### config.mk
export PLATFORM = sky130hd
export DESIGN_NAME = muldiv_unit
export DESIGN_NICKNAME = d
export VERILOG_FILES = /design/src/rtl/muldiv_pkg.sv /design/src/rtl/muldiv_step.sv /design/src/rtl/muldiv_unit.sv
export SDC_FILE = /design/constraint.sdc
export NUM_CORES = 1
export LEC_CHECK = 0
export CAP_MARGIN = 20
export CORE_ASPECT_RATIO = 1.2
export CORE_MARGIN = 2
export CORE_UTILIZATION = 40
export DETAILED_ROUTE_END_ITERATION = 10
export PLACE_DENSITY_LB_ADDON = 0.15
export REMOVE_ABC_BUFFERS = 1
export SLEW_MARGIN = 25
export SYNTH_ARGS = -nofsm -noshare
export SYNTH_HDL_FRONTEND = slang
export SYNTH_SLANG_ARGS = --single-unit
### constraint.sdc
create_clock -name CLK -period 5 [get_ports CLK]
set_input_delay 0.5 -clock CLK [delete_from_list [all_inputs] [get_ports CLK]]
set_output_delay 0.5 -clock CLK [all_outputs]
set_load 0.005 [all_outputs]
### src/rtl/muldiv_pkg.sv
// muldiv_pkg: op encodings, FSM states and operand-sign helpers for muldiv_unit
package muldiv_pkg;
  localparam logic [2:0] OP_MUL    = 3'b000;
  localparam logic [2:0] OP_MULH   = 3'b001;
  localparam logic [2:0] OP_MULHSU = 3'b010;
  localparam logic [2:0] OP_MULHU  = 3'b011;
  localparam logic [2:0] OP_DIV    = 3'b100;
  localparam logic [2:0] OP_DIVU   = 3'b101;
  localparam logic [2:0] OP_REM    = 3'b110;
  localparam logic [2:0] OP_REMU   = 3'b111;
  typedef enum logic [2:0] {IDLE, PREP, CALC, FIX, DONE} state_t;
  function automatic logic is_rem(input logic [2:0] op);
    return op == OP_REM || op == OP_REMU;
  endfunction
  function automatic logic is_div(input logic [2:0] op);
    return op == OP_DIV || op == OP_DIVU || is_rem(op);
  endfunction
  function automatic logic is_mul_high(input logic [2:0] op);
    return op == OP_MULH || op == OP_MULHSU || op == OP_MULHU;
  endfunction
  function automatic logic is_signed_a(input logic [2:0] op);
    return op == OP_DIV || op == OP_REM || op == OP_MULH || op == OP_MULHSU;
  endfunction
  function automatic logic is_signed_b(input logic [2:0] op);
    return op == OP_DIV || op == OP_REM || op == OP_MULH;
  endfunction
endpackage

### src/rtl/muldiv_step.sv
// muldiv_step: one combinational shift-add (multiply) or restoring shift-subtract (divide) iteration
module muldiv_step #(
  parameter int XLEN = 32
) (
  input  logic            div_mode,
  input  logic [XLEN-1:0] hi,
  input  logic [XLEN-1:0] lo,
  input  logic [XLEN-1:0] opd,
  output logic [XLEN-1:0] hi_n,
  output logic [XLEN-1:0] lo_n
);
  logic [XLEN:0] sum, sh, diff;
  always_comb begin
    sum  = {1'b0, hi} + (lo[0] ? {1'b0, opd} : '0);
    sh   = {hi, lo[XLEN-1]};
    diff = sh - {1'b0, opd};
    hi_n = div_mode ? (diff[XLEN] ? sh[XLEN-1:0] : diff[XLEN-1:0]) : sum[XLEN:1];
    lo_n = div_mode ? {lo[XLEN-2:0], !diff[XLEN]} : {sum[0], lo[XLEN-1:1]};
  end
endmodule

### src/rtl/muldiv_unit.sv
// muldiv_unit: iterative RV32M multiply/divide unit with valid/ready request and result handshakes
module muldiv_unit
  import muldiv_pkg::*;
#(
  parameter int XLEN   = 32,
  parameter int UNROLL = 1
) (
  input  logic            CLK,
  input  logic            RESET,
  input  logic            IN_VALID,
  output logic            IN_READY,
  input  logic [2:0]      OP,
  input  logic [XLEN-1:0] SRC_A,
  input  logic [XLEN-1:0] SRC_B,
  input  logic [4:0]      TAG_IN,
  input  logic            FLUSH,
  output logic            OUT_VALID,
  input  logic            OUT_READY,
  output logic [XLEN-1:0] RESULT,
  output logic [4:0]      TAG_OUT,
  output logic            BUSY
);
  localparam int N  = XLEN / UNROLL;
  localparam int CW = $clog2(N + 1);
  state_t state, state_n;
  logic [2:0] op_q;
  logic [XLEN-1:0] a_q, b_q, hi, lo, opd, mag_a, mag_b, spec_res, quo, rem_v, fix_res;
  logic [4:0] tag_q;
  logic [CW-1:0] cnt;
  logic neg_q, sa_q, sa, sb, dz, ovf, special;
  logic [2*XLEN-1:0] prod;
  logic [XLEN-1:0] hi_c [UNROLL+1];
  logic [XLEN-1:0] lo_c [UNROLL+1];
  assign hi_c[0] = hi;
  assign lo_c[0] = lo;
  for (genvar i = 0; i < UNROLL; i++) begin : g_step
    muldiv_step #(.XLEN(XLEN)) u_step (
      .div_mode(is_div(op_q)),
      .hi(hi_c[i]),
      .lo(lo_c[i]),
      .opd(opd),
      .hi_n(hi_c[i+1]),
      .lo_n(lo_c[i+1])
    );
  end
  assign IN_READY  = state == IDLE;
  assign BUSY      = state != IDLE;
  assign OUT_VALID = state == DONE;
  assign TAG_OUT   = tag_q;
  always_comb begin
    sa       = is_signed_a(op_q) && a_q[XLEN-1];
    sb       = is_signed_b(op_q) && b_q[XLEN-1];
    mag_a    = sa ? -a_q : a_q;
    mag_b    = sb ? -b_q : b_q;
    dz       = b_q == '0;
    ovf      = is_signed_b(op_q) && a_q == {1'b1, {(XLEN-1){1'b0}}} && &b_q;
    special  = is_div(op_q) && (dz || ovf);
    spec_res = is_rem(op_q) ? (dz ? a_q : '0) : (dz ? '1 : a_q);
    prod     = neg_q ? -{hi, lo} : {hi, lo};
    quo      = neg_q ? -lo : lo;
    rem_v    = sa_q ? -hi : hi;
    fix_res  = is_div(op_q) ? (is_rem(op_q) ? rem_v : quo)
             : (op_q == OP_MUL ? prod[XLEN-1:0] : prod[2*XLEN-1:XLEN]);
    state_n  = state;
    if (FLUSH) state_n = IDLE;
    else
      unique case (state)
        IDLE:    state_n = IN_VALID ? PREP : IDLE;
        PREP:    state_n = special ? DONE : CALC;
        CALC:    state_n = cnt == CW'(1) ? FIX : CALC;
        FIX:     state_n = DONE;
        DONE:    state_n = OUT_READY ? IDLE : DONE;
        default: state_n = IDLE;
      endcase
  end
  always_ff @(posedge CLK or negedge RESET)
    if (!RESET) state <= IDLE;
    else state <= state_n;
  // Sign handling is deferred: CALC works on magnitudes, FIX restores signs.
  always_ff @(posedge CLK or negedge RESET)
    if (!RESET) begin
      op_q   <= '0;
      a_q    <= '0;
      b_q    <= '0;
      tag_q  <= '0;
      hi     <= '0;
      lo     <= '0;
      opd    <= '0;
      neg_q  <= 1'b0;
      sa_q   <= 1'b0;
      cnt    <= '0;
      RESULT <= '0;
    end else begin
      if (state == IDLE && IN_VALID) begin
        op_q  <= OP;
        a_q   <= SRC_A;
        b_q   <= SRC_B;
        tag_q <= TAG_IN;
      end
      if (state == PREP) begin
        hi    <= '0;
        lo    <= mag_a;
        opd   <= mag_b;
        neg_q <= sa ^ sb;
        sa_q  <= sa;
        cnt   <= CW'(N);
        if (special) RESULT <= spec_res;
      end
      if (state == CALC) begin
        hi  <= hi_c[UNROLL];
        lo  <= lo_c[UNROLL];
        cnt <= cnt - 1'b1;
      end
      if (state == FIX) RESULT <= fix_res;
    end
  logic unused_mulh;
  assign unused_mulh = is_mul_high(op_q);
endmodule

==> impl_metrics.env, run 1 <==
export IMPL_reg2reg_slack_ns=0.96
export IMPL_drive_gt1_share_pct=8.48
export IMPL_clk_insertion_delay_late_ns=0.57
export IMPL_detailedPlace_worstSlack_ns=0.975
export IMPL_ys_warn_count=0
export IMPL_synth_top_area_share_pct=31.2
export IMPL_setup_ws_ns=0.962
export IMPL_final_common_cell="nand2_1"
export IMPL_diodes=0
export IMPL_grt_pass1_wl_um=88900
export IMPL_post_synth_num_cell_types=75
export IMPL_power_frac_comb_pct=55.2
export IMPL_postCtsSetupBuffers=0
export IMPL_synth_area_leaders="dfrtp_1 (31%), o21ai_0 (5.5%), ha_1 (5.3%), xnor2_1 (4.7%), nand2_1 (4.7%)"
export IMPL_placed_cell_area_um2=18500
export IMPL_hold_ws_ns=-0.0449
export IMPL_cts_sinks=211
export IMPL_worstPathCellList="inv_1 -> ha_1 -> fa_1 -> nand2b_1 -> a211oi_1 -> o21ai_0 -> o211ai_1 -> nand4_1 -> nand4_1 -> buf_4 -> nor2_1 -> a2111oi_0 -> a211oi_1"
export IMPL_swShare_pct=46.4
export IMPL_post_route_util_pct=46.3
export IMPL_p_per_area_nw_per_um2=582
export IMPL_reg2reg_depth=13
export IMPL_critPathSlowestCell="dfrtp_1"
export IMPL_period_minus_slack_ns=4.04
export IMPL_clk_pin_slew_ns=0.06
export IMPL_die_h_um=229
export IMPL_max_freq_ghz=0.248
export IMPL_violations="hold timing"
export IMPL_n_fill_cell=4160
export IMPL_syn_area_um2=16900
export IMPL_grt_max_degree=112
export IMPL_setup_viol=0
export IMPL_fin_crit_sh_pct=80.8
export IMPL_end_kind="register"
export IMPL_grt_pass1_vias=15800
export IMPL_ant_nets=0
export IMPL_yosys_area_top_type="dfrtp_1"
export IMPL_pwr_share_seq_pct=28.4
export IMPL_setup_tns_final_ns=0
export IMPL_cts_tree="yes"
export IMPL_track_usage_pct=25.5
export IMPL_async_flop_share_pct=100
export IMPL_start_kind="register"
export IMPL_yosys_register_bits=211
export IMPL_reg2reg_to="hi[16]"
export IMPL_max_stage_delay_ns=0.52
export IMPL_ir_worst_vdd_mv=0.309
export IMPL_dpl_hpwl_um=41400
export IMPL_die_area_um2=43900
export IMPL_status="finished, violations left"
export IMPL_required_ns=5.41
export IMPL_hold_buffers=0
export IMPL_io_pins=117
export IMPL_tightestPinTransition_ns=1.05
export IMPL_drt_iter0_drc=1046
export IMPL_grt_overflow_total=0
export IMPL_io_buffers=116
export IMPL_hold_path_class="input port to asynchronous set/reset pin"
export IMPL_power_frac_clock_pct=16.4
export IMPL_numCtsBuffers=26
export IMPL_leakagePower_nw=7.95
export IMPL_arrival_ns=4.45
export IMPL_die_w_um=192
export IMPL_ctsResizeCount=0
export IMPL_start_util_pct=40.5
export IMPL_maxSlewViolCount=0
export IMPL_route_detailed_drc=0
export IMPL_design_area_um2=19300
export IMPL_syn_instance_count=2055
export IMPL_dp_cells=2611
export IMPL_final_hold_viol_count=16
export IMPL_fin_cells=2658
export IMPL_core_um2=41800
export IMPL_syn_avg_cell_area_um2=8.22
export IMPL_layout_common_cells="nand2_1 (211), dfrtp_1 (210), o21ai_0 (186), nor2_1 (161), a21oi_1 (146)"
export IMPL_relSlewSlack_pct=29.8
export IMPL_drt_total_wl_um=55900
export IMPL_rsz0062_at_grt="false"
export IMPL_place_congestion=0.953
export IMPL_fin_skew_ns=0.0261
export IMPL_first_pass_iters=7
export IMPL_p_int_mw=6.03
export IMPL_p_total_mw=11.3
export IMPL_htree_num_levels=1
export IMPL_path_class="register to register"
export IMPL_finalNetCount=2243
export IMPL_vias=15700
export IMPL_fp_row_count=82
export IMPL_cap_violations=0
export IMPL_grt_antenna_before_repair=0
export IMPL_clockRootBuffer="clkbuf_16"
export IMPL_p_switching_mw=5.23
export IMPL_synth_main_ff_cell="dfrtp_1"
export IMPL_vias_per_cell=5.92
export IMPL_seq_area_frac_synth_pct=31.2
export IMPL_worstPathMaxFanout=20
export IMPL_wl_per_cell_um=21.0
export IMPL_area_growth_pct=14.4
export IMPL_clockBufferDepth=3
export IMPL_worstReg2RegStart="lo[31]"
export IMPL_synth_edf_count=0
-- worst max path at each step --
stage	from	end	slack, ns
6_report	lo[31]	hi[16]	0.96
5_1_grt	lo[31]	hi[16]	0.61
4_1_cts	lo[31]	hi[3]	0.95
3_5_place_dp	lo[31]	hi[3]	0.97
3_3_place_gp	lo[31]	hi[3]	1.05
2_1_floorplan	op_q[2]	RESULT[25]	0.39
-- cell usage after synthesis, drive strengths merged, types with 17 or more instances --
library cell and number:
o41ai 17, a211oi 29, o21ai 190, xor2 89
a21oi 146, inv 62, o211ai 39, dfrtp 211
nand2 211, mux2 70, nand2b 27, clkbuf 127
nor3 37, ha 71, o31ai 28, mux2i 54
xnor2 91, or3 27, nor2 166, nand3 46
or4 25, nand4 19, a31oi 22, a21o 24
nor4 24, a22oi 21
-- cells by family (layout without fill, tap and decap cells) --
| family | Yosys count | count (layout) | synth area share, % |
|---|---|---|---|
| compound gates | 625 | 625 | 23.4 |
| xor+xnor | 180 | 180 | 9.33 |
| fa+ha+maj | 73 | 73 | 5.49 |
| buf+inv | 203 | 260 | 4.63 |
| flops | 211 | 211 | 31.2 |
| mux | 124 | 124 | 7.89 |
| simple gates | 639 | 639 | 18.0 |
-- area by class of cell --
cell class	count	area (um2)	area share, %
multi-input combinational	1641	10900	56.2
sequential	211	5280	27.3
timing repair buffer	151	1440	7.45
clock buffer	42	791	4.09
tap	546	683	3.53
inverter	62	233	1.20
clock inverter	5	43.8	0.226
-- flip-flops by register name, summed over array words and instances (netlist names) --
signal   cells
hi          32
RESULT      32
b_q         32
op_q         3
TAG_OUT      5
lo          32
a_q         32
sa_q         1
neg_q        1
state        3
opd         32
cnt          6
-- power by group through the flow --
stage | sequential, mW | combinational [mW] | clock [mW]
final | 3.19 | 6.21 | 1.85
after global routing | 3.30 | 6.86 | 1.98
after floorplan | 2.97 | 4.32 | 0
after CTS | 3.19 | 6.15 | 1.90
after detailed placement | 3.21 | 6.12 | 0
after global placement | 3.19 | 6.08 | 0
-- critical path, delay by kind of cell, from the launching register on --
kind / cells / cell delay, ns
adder cells (fa/ha/maj): 2 / 0.64
AO/OA/AOI/OAI: 5 / 1.59
flip-flops: 1 / 0.52
AND/OR/NAND/NOR: 4 / 0.63
buffers and inverters: 2 / 0.46
-- layer usage --
metal / vias to the layer above / share of wire [%] / GRT usage (%)
met4: 0 / 3.7 / 9.88
li1: 7559 / - / -
met1: 7603 / 43 / 32.5
met3: 107 / 4.7 / 2.19
met5: - / 0 / 0
met2: 472 / 49 / 44.3
(Power assumes the default switching activity.)
==> inputs of run 2 (changes only) <==
clock period = 3.54 ns   (was 5 ns; I/O delays follow)
==> impl_metrics.env, run 2 (same netlist as run 1, synthesis figures left out) <==
export IMPL_status="complete, no violations"
export IMPL_drt_total_wl_um=57500
export IMPL_grt_antenna_before_repair=0
export IMPL_maxSlewViolCount=0
export IMPL_fin_skew_ns=0.0141
export IMPL_grt_pass1_wl_um=90400
export IMPL_die_w_um=192
export IMPL_htree_num_levels=1
export IMPL_final_hold_viol_count=0
export IMPL_period_minus_slack_ns=3.35
export IMPL_clk_insertion_delay_late_ns=0.55
export IMPL_layout_common_cells="nand2_1 (211), dfrtp_1 (210), o21ai_0 (185), buf_4 (171), nor2_1 (163)"
export IMPL_hold_end="b_q[10]"
export IMPL_cts_tree="yes"
export IMPL_fp_row_count=82
export IMPL_required_ns=4.00
export IMPL_grt_max_degree=80
export IMPL_cts_sinks=211
export IMPL_core_um2=41800
export IMPL_dpl_hpwl_um=44400
export IMPL_p_per_area_nw_per_um2=825
export IMPL_final_common_cell="nand2_1"
export IMPL_tightestPinTransition_ns=1.02
export IMPL_leakagePower_nw=8.73
export IMPL_p_total_mw=17.0
export IMPL_path_class="register to register"
export IMPL_route_detailed_drc=0
export IMPL_die_h_um=229
export IMPL_max_freq_ghz=0.299
export IMPL_grt_overflow_total=0
export IMPL_hold_path_class="input port to register"
export IMPL_reg2reg_depth=13
export IMPL_clockBufferDepth=3
export IMPL_hold_start="SRC_B[10]"
export IMPL_end_kind="register"
export IMPL_vias_per_cell=5.89
export IMPL_io_pins=117
export IMPL_vias=16500
export IMPL_die_area_um2=43900
export IMPL_clk_pin_slew_ns=0.06
export IMPL_first_pass_iters=6
export IMPL_io_buffers=116
export IMPL_rsz0062_at_grt="false"
export IMPL_worstReg2RegStart="opd[0]"
export IMPL_ant_nets=0
export IMPL_holdPathStages=3
export IMPL_reg2reg_to="hi[22]"
export IMPL_drt_iter0_drc=1038
export IMPL_diodes=0
export IMPL_post_route_util_pct=49.3
export IMPL_area_growth_pct=21.9
export IMPL_setup_viol=0
export IMPL_track_usage_pct=26.0
export IMPL_ir_worst_vdd_mv=0.473
export IMPL_place_congestion=0.979
export IMPL_numCtsBuffers=27
export IMPL_cap_violations=0
export IMPL_fin_crit_sh_pct=94.5
export IMPL_start_kind="register"
export IMPL_wl_per_cell_um=20.5
export IMPL_finalNetCount=2389
export IMPL_drive_gt1_share_pct=14.6
export IMPL_reg2reg_slack_ns=0.19
export IMPL_arrival_ns=3.81
export IMPL_worstPathMaxFanout=4
export IMPL_clockRootBuffer="clkbuf_16"
export IMPL_grt_pass1_vias=16400
export IMPL_relSlewSlack_pct=32.1
export IMPL_start_util_pct=40.5
## run 2: how the worst max path moves through the flow
stage / slack, ns / from / endpoint
floorplan: -1.07 / op_q[2] / RESULT[25]
global placement: 0.06 / lo[19] / RESULT[22]
detailed placement: 0.07 / lo[19] / RESULT[22]
CTS: 0.04 / lo[19] / RESULT[22]
global route: 0.02 / b_q[19] / RESULT[13]
finish: 0.19 / opd[0] / hi[22]
## run 2: layout make-up
cell class / instances / area [um2]
Tap cell: 546 / 683
Multi-Input combinational cell: 1641 / 10900
Clock buffer: 39 / 781
Fill cell: 4135 / 21200
Inverter: 62 / 233
Sequential cell: 211 / 5280
Timing Repair Buffer: 296 / 2630
Clock inverter: 8 / 100
## run 2: report_power, final
group	internal (mW)	switching [mW]	leakage [nW]
registers	3.23	0.847	2.60
logic	4.45	5.73	5.70
clock network	1.66	1.08	0.432
## run 2: what timing repair did
item | CTS | global route
setup endpoints to repair | 0 | 27
resized for setup | 0 | 8
hold buffers | 1 | 0
setup buffers | 0 | 2
endpoints found under the hold margin | 75 | 0
## run 2: critical path, stage by stage (launching register included)
cell,delay [ns]
dfrtp_1,0.39
ha_1,0.24
fa_1,0.42
nand2b_1,0.21
a211oi_2,0.21
buf_4,0.16
o21ai_0,0.14
a311o_1,0.41
o41ai_2,0.34
buf_4,0.18
a21oi_1,0.07
xnor2_1,0.22
mux2i_1,0.11
o211ai_1,0.17
## run 2: through the flow
| step | cells | instance area [um2] | hold slack [ns] | setup slack (ns) | setup TNS [ns] |
|---|---|---|---|---|---|
| final | 2803 | 20600 | 0.362 | 0.195 | 0 |
| after global routing | 2803 | 20600 | 0.380 | 0.0195 | 0 |
| after CTS | 2800 | 20500 | 0.335 | 0.0375 | 0 |
| after detailed placement | 2752 | 19600 | 0.387 | 0.0690 | 0 |
| after global placement | 2752 | 19600 | 0.383 | 0.0638 | 0 |
| after floorplan | 1914 | 16300 | 0.0584 | -1.07 | -48.56 |
## run 2: metal layers
metal	up-vias	part of all wire, %	track usage [%]
met5	-	0	0
met4	0	5.1	12.2
met3	154	5.2	2.33
met2	587	48	45.2
met1	7895	41	32.4
li1	7872	-	-
